## src/rtl/efb_cmd_i2c_tx.sv

```systemverilog
// efb_cmd_i2c_tx: I2C single-byte write initiator (START, {DEV_ADDR,W}, command byte, STOP) for the EFB UFM command port
module efb_cmd_i2c_tx #(
    parameter int         CLK_DIV  = 16,
    parameter logic [6:0] DEV_ADDR = 7'h40
) (
    input  logic       clk_i,
    input  logic       resetn_i,
    input  logic       req_i,
    input  logic [7:0] cmd_i,
    input  logic       scl_i,
    input  logic       sda_i,
    output logic       scl_oe_o,
    output logic       sda_oe_o,
    output logic       busy_o,
    output logic       done_o,
    output logic       nack_o
);
    localparam int            CW        = (CLK_DIV > 1) ? $clog2(CLK_DIV) : 1;
    localparam logic [CW-1:0] TOP       = CW'(CLK_DIV - 1);
    localparam logic [7:0]    ADDR_BYTE = {DEV_ADDR, 1'b0};

    typedef enum logic [2:0] {IDLE, START, ADDR, AACK, DATA, DACK, STOP} state_t;

    state_t        state, state_n;
    logic [CW-1:0] cnt, cnt_n;
    logic [1:0]    q, q_n;
    logic [2:0]    bit_cnt, bit_n;
    logic [7:0]    sr, sr_n;
    logic          nack_f, nack_f_n;
    logic          done_n, nack_n;
    logic [1:0]    scl_sync, sda_sync;
    logic          scl_s, sda_s, slot, at_top, tick, tx_bit;

    assign scl_s  = scl_sync[1];
    assign sda_s  = sda_sync[1];
    assign slot   = state inside {ADDR, AACK, DATA, DACK, STOP};
    assign at_top = cnt == TOP;
    assign tick   = at_top && !(slot && q[1] && !scl_s);
    assign tx_bit = (state == ADDR) ? ADDR_BYTE[~bit_cnt] : sr[7];
    assign busy_o = state != IDLE;

    // Bring the open-drain bus levels into the clk_i domain
    always_ff @(posedge clk_i or negedge resetn_i) begin
        if (!resetn_i) begin
            scl_sync <= 2'b11;
            sda_sync <= 2'b11;
        end else begin
            scl_sync <= {scl_sync[0], scl_i};
            sda_sync <= {sda_sync[0], sda_i};
        end
    end

    // Sequencer state, quarter timing, shift register and completion flags
    always_ff @(posedge clk_i or negedge resetn_i) begin
        if (!resetn_i) begin
            state   <= IDLE;
            cnt     <= '0;
            q       <= 2'd0;
            bit_cnt <= 3'd0;
            sr      <= 8'h00;
            nack_f  <= 1'b0;
            done_o  <= 1'b0;
            nack_o  <= 1'b0;
        end else begin
            state   <= state_n;
            cnt     <= cnt_n;
            q       <= q_n;
            bit_cnt <= bit_n;
            sr      <= sr_n;
            nack_f  <= nack_f_n;
            done_o  <= done_n;
            nack_o  <= nack_n;
        end
    end

    // Quarter counter: idle at 0, saturates while a stretching target holds SCL low
    always_comb begin
        cnt_n = (state == IDLE || tick) ? '0 : at_top ? cnt : cnt + CW'(1);
    end

    // Next-state logic: advance one quarter per tick, bytes MSB first, ACK sampled on the slot's last tick
    always_comb begin
        state_n  = state;
        q_n      = q;
        bit_n    = bit_cnt;
        sr_n     = sr;
        nack_f_n = nack_f;
        done_n   = 1'b0;
        nack_n   = 1'b0;
        if (state == IDLE) begin
            if (req_i) begin
                state_n  = START;
                sr_n     = cmd_i;
                nack_f_n = 1'b0;
                q_n      = 2'd0;
                bit_n    = 3'd0;
            end
        end else if (tick) begin
            q_n = q + 2'd1;
            case (state)
                START: if (q == 2'd1) begin
                    q_n     = 2'd0;
                    state_n = ADDR;
                end
                ADDR, DATA: if (q == 2'd3) begin
                    bit_n = bit_cnt + 3'd1;
                    if (state == DATA) sr_n = {sr[6:0], 1'b0};
                    if (bit_cnt == 3'd7) state_n = (state == ADDR) ? AACK : DACK;
                end
                AACK: if (q == 2'd3) begin
                    nack_f_n = sda_s;
                    state_n  = sda_s ? STOP : DATA;
                end
                DACK: if (q == 2'd3) begin
                    nack_f_n = sda_s;
                    state_n  = STOP;
                end
                STOP: if (q == 2'd3) begin
                    state_n = IDLE;
                    done_n  = 1'b1;
                    nack_n  = nack_f;
                end
                default: state_n = IDLE;
            endcase
        end
    end

    // Line drivers: SCL low in the first half of each slot, SDA per START/bit/STOP phase
    always_comb begin
        scl_oe_o = slot && !q[1];
        sda_oe_o = (state == START) ? (q == 2'd1) :
                   (state == ADDR || state == DATA) ? ~tx_bit :
                   (state == STOP) ? (q != 2'd3) : 1'b0;
    end
endmodule

```

## config.mk

```make
export PLATFORM = sky130hd
export DESIGN_NAME = efb_cmd_i2c_tx
export DESIGN_NICKNAME = d
export VERILOG_FILES = /design/src/rtl/efb_cmd_i2c_tx.sv
export SDC_FILE = /design/constraint.sdc
export NUM_CORES = 1
export LEC_CHECK = 0
export ABC_AREA = 1
export CAP_MARGIN = 25
export CORE_MARGIN = 10
export CORE_UTILIZATION = 45
export CTS_CLUSTER_DIAMETER = 100
export DETAILED_ROUTE_END_ITERATION = 6
export PLACE_DENSITY = 0.69
export SYNTH_ARGS = -nofsm -noshare
export SYNTH_HDL_FRONTEND = slang
export SYNTH_SLANG_ARGS = --single-unit
```

## constraint.sdc

```tcl
create_clock -name clk_i -period 1.3 [get_ports clk_i]
set_input_delay 0.13 -clock clk_i [delete_from_list [all_inputs] [get_ports clk_i]]
set_output_delay 0.13 -clock clk_i [all_outputs]
set_load 0.1 [all_outputs]
```

# After elaboration in Yosys (flattened, before gate mapping)
# Memory sizes are Yosys's and may differ from the RTL's.
# Index checks and enable logic that the tools add are counted.
[word_totals] latchBits=0 in_bits=13 word_cells=108 out_inout_bits=5 mem_bits_rw=0 register_bits=27 memories=1 romBits=8
[mem_list] memory="(no name shown)" depth=8 word_bits=1 read_ports=1 rd_clocked_by_memory_dff=0 write_ports=0 line="39" rtl="assign tx_bit = (state == ADDR) ? ADDR_BYTE[~bit_cnt] : sr[7];"
[op_classes] n_mul=0 n_eq_ne=19 n_reduce_logical=24 n_lt_le_gt_ge=1 muxes=48 n_shift=0 addsub=3 div=0 bitwise=2
[ops] cell="$mux 8" n=6
[ops] cell="$mux 3" n=15
[ops] cell="$mux 1" n=18
[ops] cell="$pmux 3 s5" n=1
[ops] cell="$eq 3x3->1 const B" n=4
[ops] cell="$mux 2" n=6
[ops] cell="$reduce_bool 2->1" n=5
[ops] cell="$ne 3x1->1 const B" n=3
[ops] cell="$ne 3x3->1 const B" n=3
[ops] cell="$mux 4" n=2
[ops] cell="$reduce_and 4->1" n=2
[ops] cell="$reduce_and 8->1" n=1
[ops] cell="$eq 3x2->1 const B" n=2
[ops] cell="$reduce_and 5->1" n=1
[ops] cell="$reduce_bool 5->1" n=1
[ops] cell="$add 4x1->4 const B" n=1
[ops] cell="$eq 4x4->1 const B" n=1
[ops] cell="$logic_and 1x1->1" n=4
[ops] cell="$lt 3x4->1 const B" n=1
[ops] cell="$ne 2x2->1 const B" n=2
[ops] cell="$reduce_or 2->1" n=2
[ops] cell="$add 3x1->3 const B" n=1
[ops] cell="$eq 3x1->1 const B" n=1
[ops] cell="$logic_not 1->1" n=3
[ops] cell="10 further kinds" n=11

# Longest topological paths before layout
# Gate-level depths: netlist of run 1.
[depth] word_depth=8 mapped_depth=11

# Worst setup path after synthesis of run 1
# OpenSTA, ideal clock, no wires.
[synth_path] kind="register to output" start="reg state[2]" end="out scl_oe_o" stages_incl_launch_ff=5 path_slack_ps=-990 arrival_ps=2160 path_cell_list="dfrtp_1 -> buf_4 -> inv_4 -> nand2_2 -> a21oi_1"
[synth_between] elab_chain_cells=3
[synth_rtl] item="from (decl)" line="24" rtl="state_t state, state_n;"
[synth_rtl] item="from (signal assigned)" line="65" rtl="state <= state_n;"
[synth_rtl] item="$eq 3x2->1 / $eq 3x3->1 (equally long branches)" line="36" rtl="assign slot = state inside {ADDR, AACK, DATA, DACK, STOP};"
[synth_rtl] item="$reduce_bool 5->1 *" line="36"
[synth_rtl] item="$logic_and 1x1->1 *" line="130" rtl="scl_oe_o = slot && !q[1];"
[synth_rtl] item="to (decl)" line="12" rtl="output logic scl_oe_o,"
# Mark *: on every way between the ends. The rest lies on a longest branch, timed or not.

# Worst setup path after layout of run 1
[layout_path] start="reg state[1]" end="out sda_oe_o"
[layout_between] elab_chain_cells=5
[layout_rtl] item="$eq 3x2->1" line="39, 132"
[layout_rtl] item="$mux 1" line="39"
[layout_rtl] item="$not 1->1" line="132" rtl="(state == ADDR || state == DATA) ? ~tx_bit :"
[layout_rtl] item="$mux 1" line="132"
[layout_rtl] item="$mux 1 *" line="131" rtl="sda_oe_o = (state == START) ? (q == 2'd1) :"
[layout_rtl] item="to (decl)" line="13" rtl="output logic sda_oe_o,"
# Marks and branches as above.

==> qor.yml, run 1 <==
synth_xor_area_share_pct: 1.11
yosys.area.top_type: "dfrtp_1"
period_share_pct: 135
cap_violations: 0
die_width_um: 79.2
post-dp-hpwl_um: 2830
ant_nets: 0
synthTopCellsByArea: "dfrtp_1 36%, nand2_1 18%, dfstp_2 6.7%, nand4_1 4.0%, nand3_1 3.5%"
cts_hold_buf: 0
multi_input_area_um2: 920
routedWlPerCell_um: 13.8
htree_num_levels: 1
die-height_um: 79.2
antenna_found_initial: 0
critPathLaunchType: "register"
cp-end-kind: "output pin"
crit_required_ps: 1170
violations: "negative setup slack"
rrSetupSlack_ps: -350
crit_path_frequent_cell: "buf_6"
finalHoldViolCount: 0
critical_path.max_stage_delay_ps: 450
numPortBuffers: 17
grt_pass1_wl_um: 6820
syn_to_final_growth_pct: 52.1
synthAdderAreaFrac_pct: 3.17
synth_top_area_share_pct: 36.5
max-vdd-ir-drop_mv: 1.44
antenna_cells: 0
synth_top_family_by_area: "simple AND/OR/NAND/NOR gates"
cp_top_family: "flip-flops"
numCtsBuffers: 3
n_fill_cell: 267
whs_ps: 122
synthCells: 194
rows: 21
place_ws_ps: -132
path_cells: "buf_6 -> nand2_4 -> buf_6 -> o22ai_2 -> o21ai_1 -> nand3b_1 -> buf_12"
worst-path-buf-inv: 3
ys_warn_count: 0
drc: 0
viasPerCell: 5.03
io_pins: 18
ys_seq_area_share_pct: 43.1
core-area_um2: 3360
cts_sinks: 27
synth-seq-cells: 27
synth.avg_cell_area_um2: 8.14
seqCellArea_um2: 681
path_class: "register to output pin"
synth_nets: 211
grt_pass1_vias: 1518
synth_simple_gate_area_share_pct: 39.4
status: "finished, violations left"
slew_viol_final: 0
cts_tree: "built"
critPathArrivalTime_ps: 1630
clock_skew_ps: 8.44
start_util_pct: 46.9
track_usage_pct: 13.2
grt_max_degree: 28
drt_iter0_markers: 111
cts-root-buf: "clkbuf_4"
powerDensity_nw_per_um2: 2640
synth_compound_area_share_pct: 6.18
layout_min_cycle_time_ps: 1760
vias: 1505
setup_slack_ps: -456
die_area_um2: 6280
grt.overflow.total: 0
tightest_slew_ps: 255
routed_wirelength_um: 4110
clock_path_buffers: 2
leakage_nw: 1.16
dr.pass1.iters: 4
setup_violations: 26
drive_gt1_share_pct: 42.7
max_freq_mhz: 569
gp_congestion: 0.883
relSlewSlack_pct: 82.9
mappedNetlistArea_um2: 1580
synthMuxAreaShare_pct: 0
cp_max_fo: 4
clkTransAtPathRegs_ps: 160
hold_class: "primary input to asynchronous set/reset pin"
nNetsFinal: 271
insertion_delay_ps: 340
rsz0062_at_grt: "yes"
synth_cell_types: 33
slowest_stage: "dfrtp_1"
[final cells by class]
type                       count  share of cell area (%)
timing repair inverter         1                   0.260
clock buffer                   3                   0.938
timing repair buffer          59                    26.3
tap                           46                    2.40
multi-input combinational    146                    38.3
clock inverter                 1                   0.313
sequential                    27                    28.3
inverter                      16                    3.23
[where the power goes]
group	leakage [nW]	internal [W]	switching, W
Sequential	0.341	0.00112	0.000239
Clock	0.0139	0.000118	0.000271
Combinational	0.808	0.00208	0.00253
[placed cells by master, fill, tap and decap left out, types with 2 or more instances in the layout]
cell / n
nand3_1: 11
nand2_2: 19
dfstp_2: 4
a21oi_4: 2
dfrtp_1: 23
clkdlybuf4s50_1: 12
nor2_1: 6
inv_2: 2
inv_4: 3
nand2_4: 5
nand4_1: 10
buf_12: 9
ha_1: 3
inv_1: 10
o21ai_2: 2
nor2_8: 2
o21ai_1: 4
nand2_8: 2
nand2_1: 60
buf_4: 27
buf_6: 10
a21oi_2: 4
nand3_4: 2
nor2_2: 2
clkbuf_4: 3
[metal layers]
layer / vias up / GRT usage [%] / part of all wire, %
li1: 749 / - / -
met4: 0 / 3.94 / 1.2
met1: 713 / 15.5 / 45
met2: 37 / 23.3 / 49
met5: - / 0 / 0
met3: 6 / 3.04 / 4.5
[synth_stat cells, drive strengths merged]
library cell  instances
a21oi                 7
a31oi                 1
buf                   5
dfrtp                23
dfstp                 4
ha                    4
inv                  16
nand2                86
nand3                13
nand3b                1
nand4                10
nor2                 11
nor3                  1
nor3b                 1
o21ai                 7
o22ai                 1
or2                   1
xnor2                 1
xor2                  1
[kinds of logic (layout without fill, tap and decap cells)]
family,after synthesis,after routing
flops,27,27
fa+ha+maj,4,4
compound gates,16,16
simple gates,124,124
buf+inv,21,80
xor+xnor,2,2
[path summary, 6_finish.rpt]
kind | startpoint | endpoint | cells past startpoint
setup reg to reg | state[1]$_DFFE_PN0P_ | state[0]$_DFFE_PN0P_ | 11
hold reg to reg | sda_sync[0]$_DFF_PN1_ | sda_sync[1]$_DFF_PN1_ | 0
setup / recovery | state[1]$_DFFE_PN0P_ | sda_oe_o | 7
max in group asynchronous | resetn_i | sda_sync[1]$_DFF_PN1_ | 2
hold / removal | resetn_i | q[0]$_DFFE_PN0P_ | 2
min in group clk_i | sda_i | sda_sync[0]$_DFF_PN1_ | 1
[flip-flops by register name, indices dropped and copies added (netlist names)]
register and flops:
sr 8, q 2, sda_sync 2, state 3, cnt 4, nack_o 1
scl_sync 2, done_o 1, nack_f 1, bit_cnt 3
[repair_timing]
item,in CTS,in global routing
endpoints found under the setup margin,23,26
gates resized for setup,31,16
pin swaps,20,7
gates cloned,0,1
setup buffers,9,2
[through the flow]
step | power [W] | utilization, % | TNS [ps] | cells | cell area [um2]
6_report | 0.00635 | 71.4 | -7240 | 299 | 2400
5_1_grt | 0.00680 | 71.4 | -9250 | 299 | 2400
4_1_cts | 0.00609 | 69.3 | -6120 | 296 | 2330
3_5_place_dp | 0.00510 | 62.6 | -1780 | 283 | 2110
3_3_place_gp | 0.00500 | 62.6 | -1160 | 283 | 2110
2_1_floorplan | 0.00375 | - | -1550 | 194 | 1620
(Power assumes the default switching activity.)
==> run 2, diff against run 1 <==
--- a/config.mk
+++ b/config.mk
@@ -7,11 +7,13 @@
 export LEC_CHECK = 0
 export ABC_AREA = 1
 export CAP_MARGIN = 25
+export CELL_PAD_IN_SITES_DETAIL_PLACEMENT = 0
+export CELL_PAD_IN_SITES_GLOBAL_PLACEMENT = 1
 export CORE_MARGIN = 10
-export CORE_UTILIZATION = 45
+export CORE_UTILIZATION = 37
 export CTS_CLUSTER_DIAMETER = 100
 export DETAILED_ROUTE_END_ITERATION = 6
-export PLACE_DENSITY = 0.69
+export PLACE_DENSITY_LB_ADDON = 0.1
 export SYNTH_ARGS = -nofsm -noshare
 export SYNTH_HDL_FRONTEND = slang
 export SYNTH_SLANG_ARGS = --single-unit
==> qor.yml, run 2 (same netlist as run 1, synthesis figures left out) <==
gp_congestion: 0.894
cts-root-buf: "clkbuf_8"
htree_num_levels: 1
antenna_cells: 0
cts_sinks: 27
slew_viol_final: 0
clkTransAtPathRegs_ps: 100
numPortBuffers: 17
post-dp-hpwl_um: 2800
place_ws_ps: -180
drive_gt1_share_pct: 47.7
violations: "negative setup slack"
finalHoldViolCount: 0
relSlewSlack_pct: 75.4
power_frac_seq_pct: 19.1
drt_iter0_markers: 65
rows: 23
grt_pass1_vias: 1595
path_class: "register to output pin"
power_report.internal_total_w: 0.00375
clock_path_buffers: 2
power_switching_w: 0.00329
fin_cells: 312
drc: 0
die_area_um2: 7280
core-area_um2: 4060
largest_register_ffs: 8
io_pins: 18
track_usage_pct: 11.8
cp_max_fo: 3
leakage_nw: 1.23
place_area_um2: 2110
top_regs: "sr x8, cnt x4"
insertion_delay_ps: 270
cts_tree: "built"
cp-end-kind: "output pin"
routed_wirelength_um: 4340
clock_skew_ps: 4.03
layout_min_cycle_time_ps: 1740
period_share_pct: 134
nNetsFinal: 280
powerDensity_nw_per_um2: 2730
grt_max_degree: 28
numCtsBuffers: 3
grt_pass1_wl_um: 7310
combPwrFrac_pct: 74.0
die-height_um: 85.3
viasPerCell: 4.82
start_util_pct: 38.9
dr.pass1.iters: 4
setup_slack_ps: -441
tightest_slew_ps: 369
hold_class: "primary input to asynchronous set/reset pin"
crit_required_ps: 1170
max_freq_mhz: 574
setup_violations: 25
vias: 1504
die_width_um: 85.3
dpl.cell_count: 288
rsz0062_at_grt: "yes"
cap_violations: 0
ant_nets: 0
status: "finished, violations left"
grt.overflow.total: 0
final_common_cell: "nand2_1"
final_cell_mix: "57 x nand2_1, 32 x buf_4, 22 x dfrtp_1"
final_area_um2: 2570
critPathArrivalTime_ps: 1610
critPathLaunchType: "register"
max-vdd-ir-drop_mv: 1.20
switching_share_pct: 46.7
routedWlPerCell_um: 13.9
clockPowerShare_pct: 6.9
antenna_found_initial: 0
regMostFlops: "sr"
syn_to_final_growth_pct: 63.1
-- run 2: cell count changes in the layout (fill, tap and decap cells not counted), moves of 3 or more --
cell	previous run	this run
buf_4	27	32
buf_6	10	15
clkbuf_4	3	0
clkbuf_8	0	3
nand2_1	60	57
o21ai_1	4	1
o21ai_2	2	5
-- run 2: area by class of cell --
cell class	instances	area (um2)
timing repair inverter	1	3.75
timing repair buffer	68	709
clock inverter	1	5.00
clock buffer	3	41.3
fill	331	1480
multi-input combinational	146	996
sequential	27	682
tap	50	62.6
inverter	16	75.1
-- run 2: worst max-delay path: stages, from the launching register on --
cell and delay, ps:
dfrtp_1 430, buf_6 150, nand2_4 50, buf_6 110
o22ai_2 180, o21ai_2 90, nand3b_1 140, buf_12 190
-- run 2: routing by layer --
layer | wire [um] | part of all wire (%) | GRT usage, % | up-vias
met5 | 0 | 0 | 0 | -
met4 | 46 | 1.1 | 3.89 | 0
met3 | 148 | 3.4 | 2.68 | 6
met2 | 2140 | 49 | 20.0 | 18
met1 | 2000 | 46 | 14.3 | 718
li1 | - | - | - | 762
-- run 2: power groups by stage --
stage               Sequential [W]  Clock [W]  Combinational [W]
floorplan                  0.00128          0            0.00248
global placement           0.00131          0            0.00377
detailed placement         0.00132          0            0.00385
CTS                        0.00132   0.000506            0.00461
global route               0.00137   0.000544            0.00558
finish                     0.00134   0.000487            0.00520
-- run 2: worst paths after layout --
| path | endpoint | from | depth (start not counted) | slack, ps |
|---|---|---|---|---|
| max in group asynchronous | sda_sync[0]$_DFF_PN1_ | resetn_i | 2 | 760 |
| min in group clk_i | sda_sync[0]$_DFF_PN1_ | sda_i | 1 | 250 |
| min | done_o$_DFF_PN0_ | resetn_i | 2 | 230 |
| min reg2reg | sda_sync[1]$_DFF_PN1_ | sda_sync[0]$_DFF_PN1_ | 0 | 360 |
| max reg2reg | state[2]$_DFFE_PN0P_ | state[1]$_DFFE_PN0P_ | 10 | -310 |
| max | sda_oe_o | state[1]$_DFFE_PN0P_ | 7 | -440 |
-- run 2: timing repair --
item                       in CTS  in global routing
pin swaps                      20                 18
hold buffers                    0                  0
gates resized for setup        42                 25
setup endpoints to repair      23                 26
buffers inserted               14                  7
cloned                          1                  0
-- run 2: per-stage QoR --
stage / hold slack, ps / setup TNS, ps / utilization [%] / power, W
floorplan: -166 / -1550 / - / 0.00375
global placement: 346 / -1540 / 51.9 / 0.00509
detailed placement: 348 / -2190 / 51.9 / 0.00517
CTS: 235 / -4780 / 59.9 / 0.00643
global route: 238 / -7700 / 63.5 / 0.00750
finish: 231 / -5680 / 63.5 / 0.00703
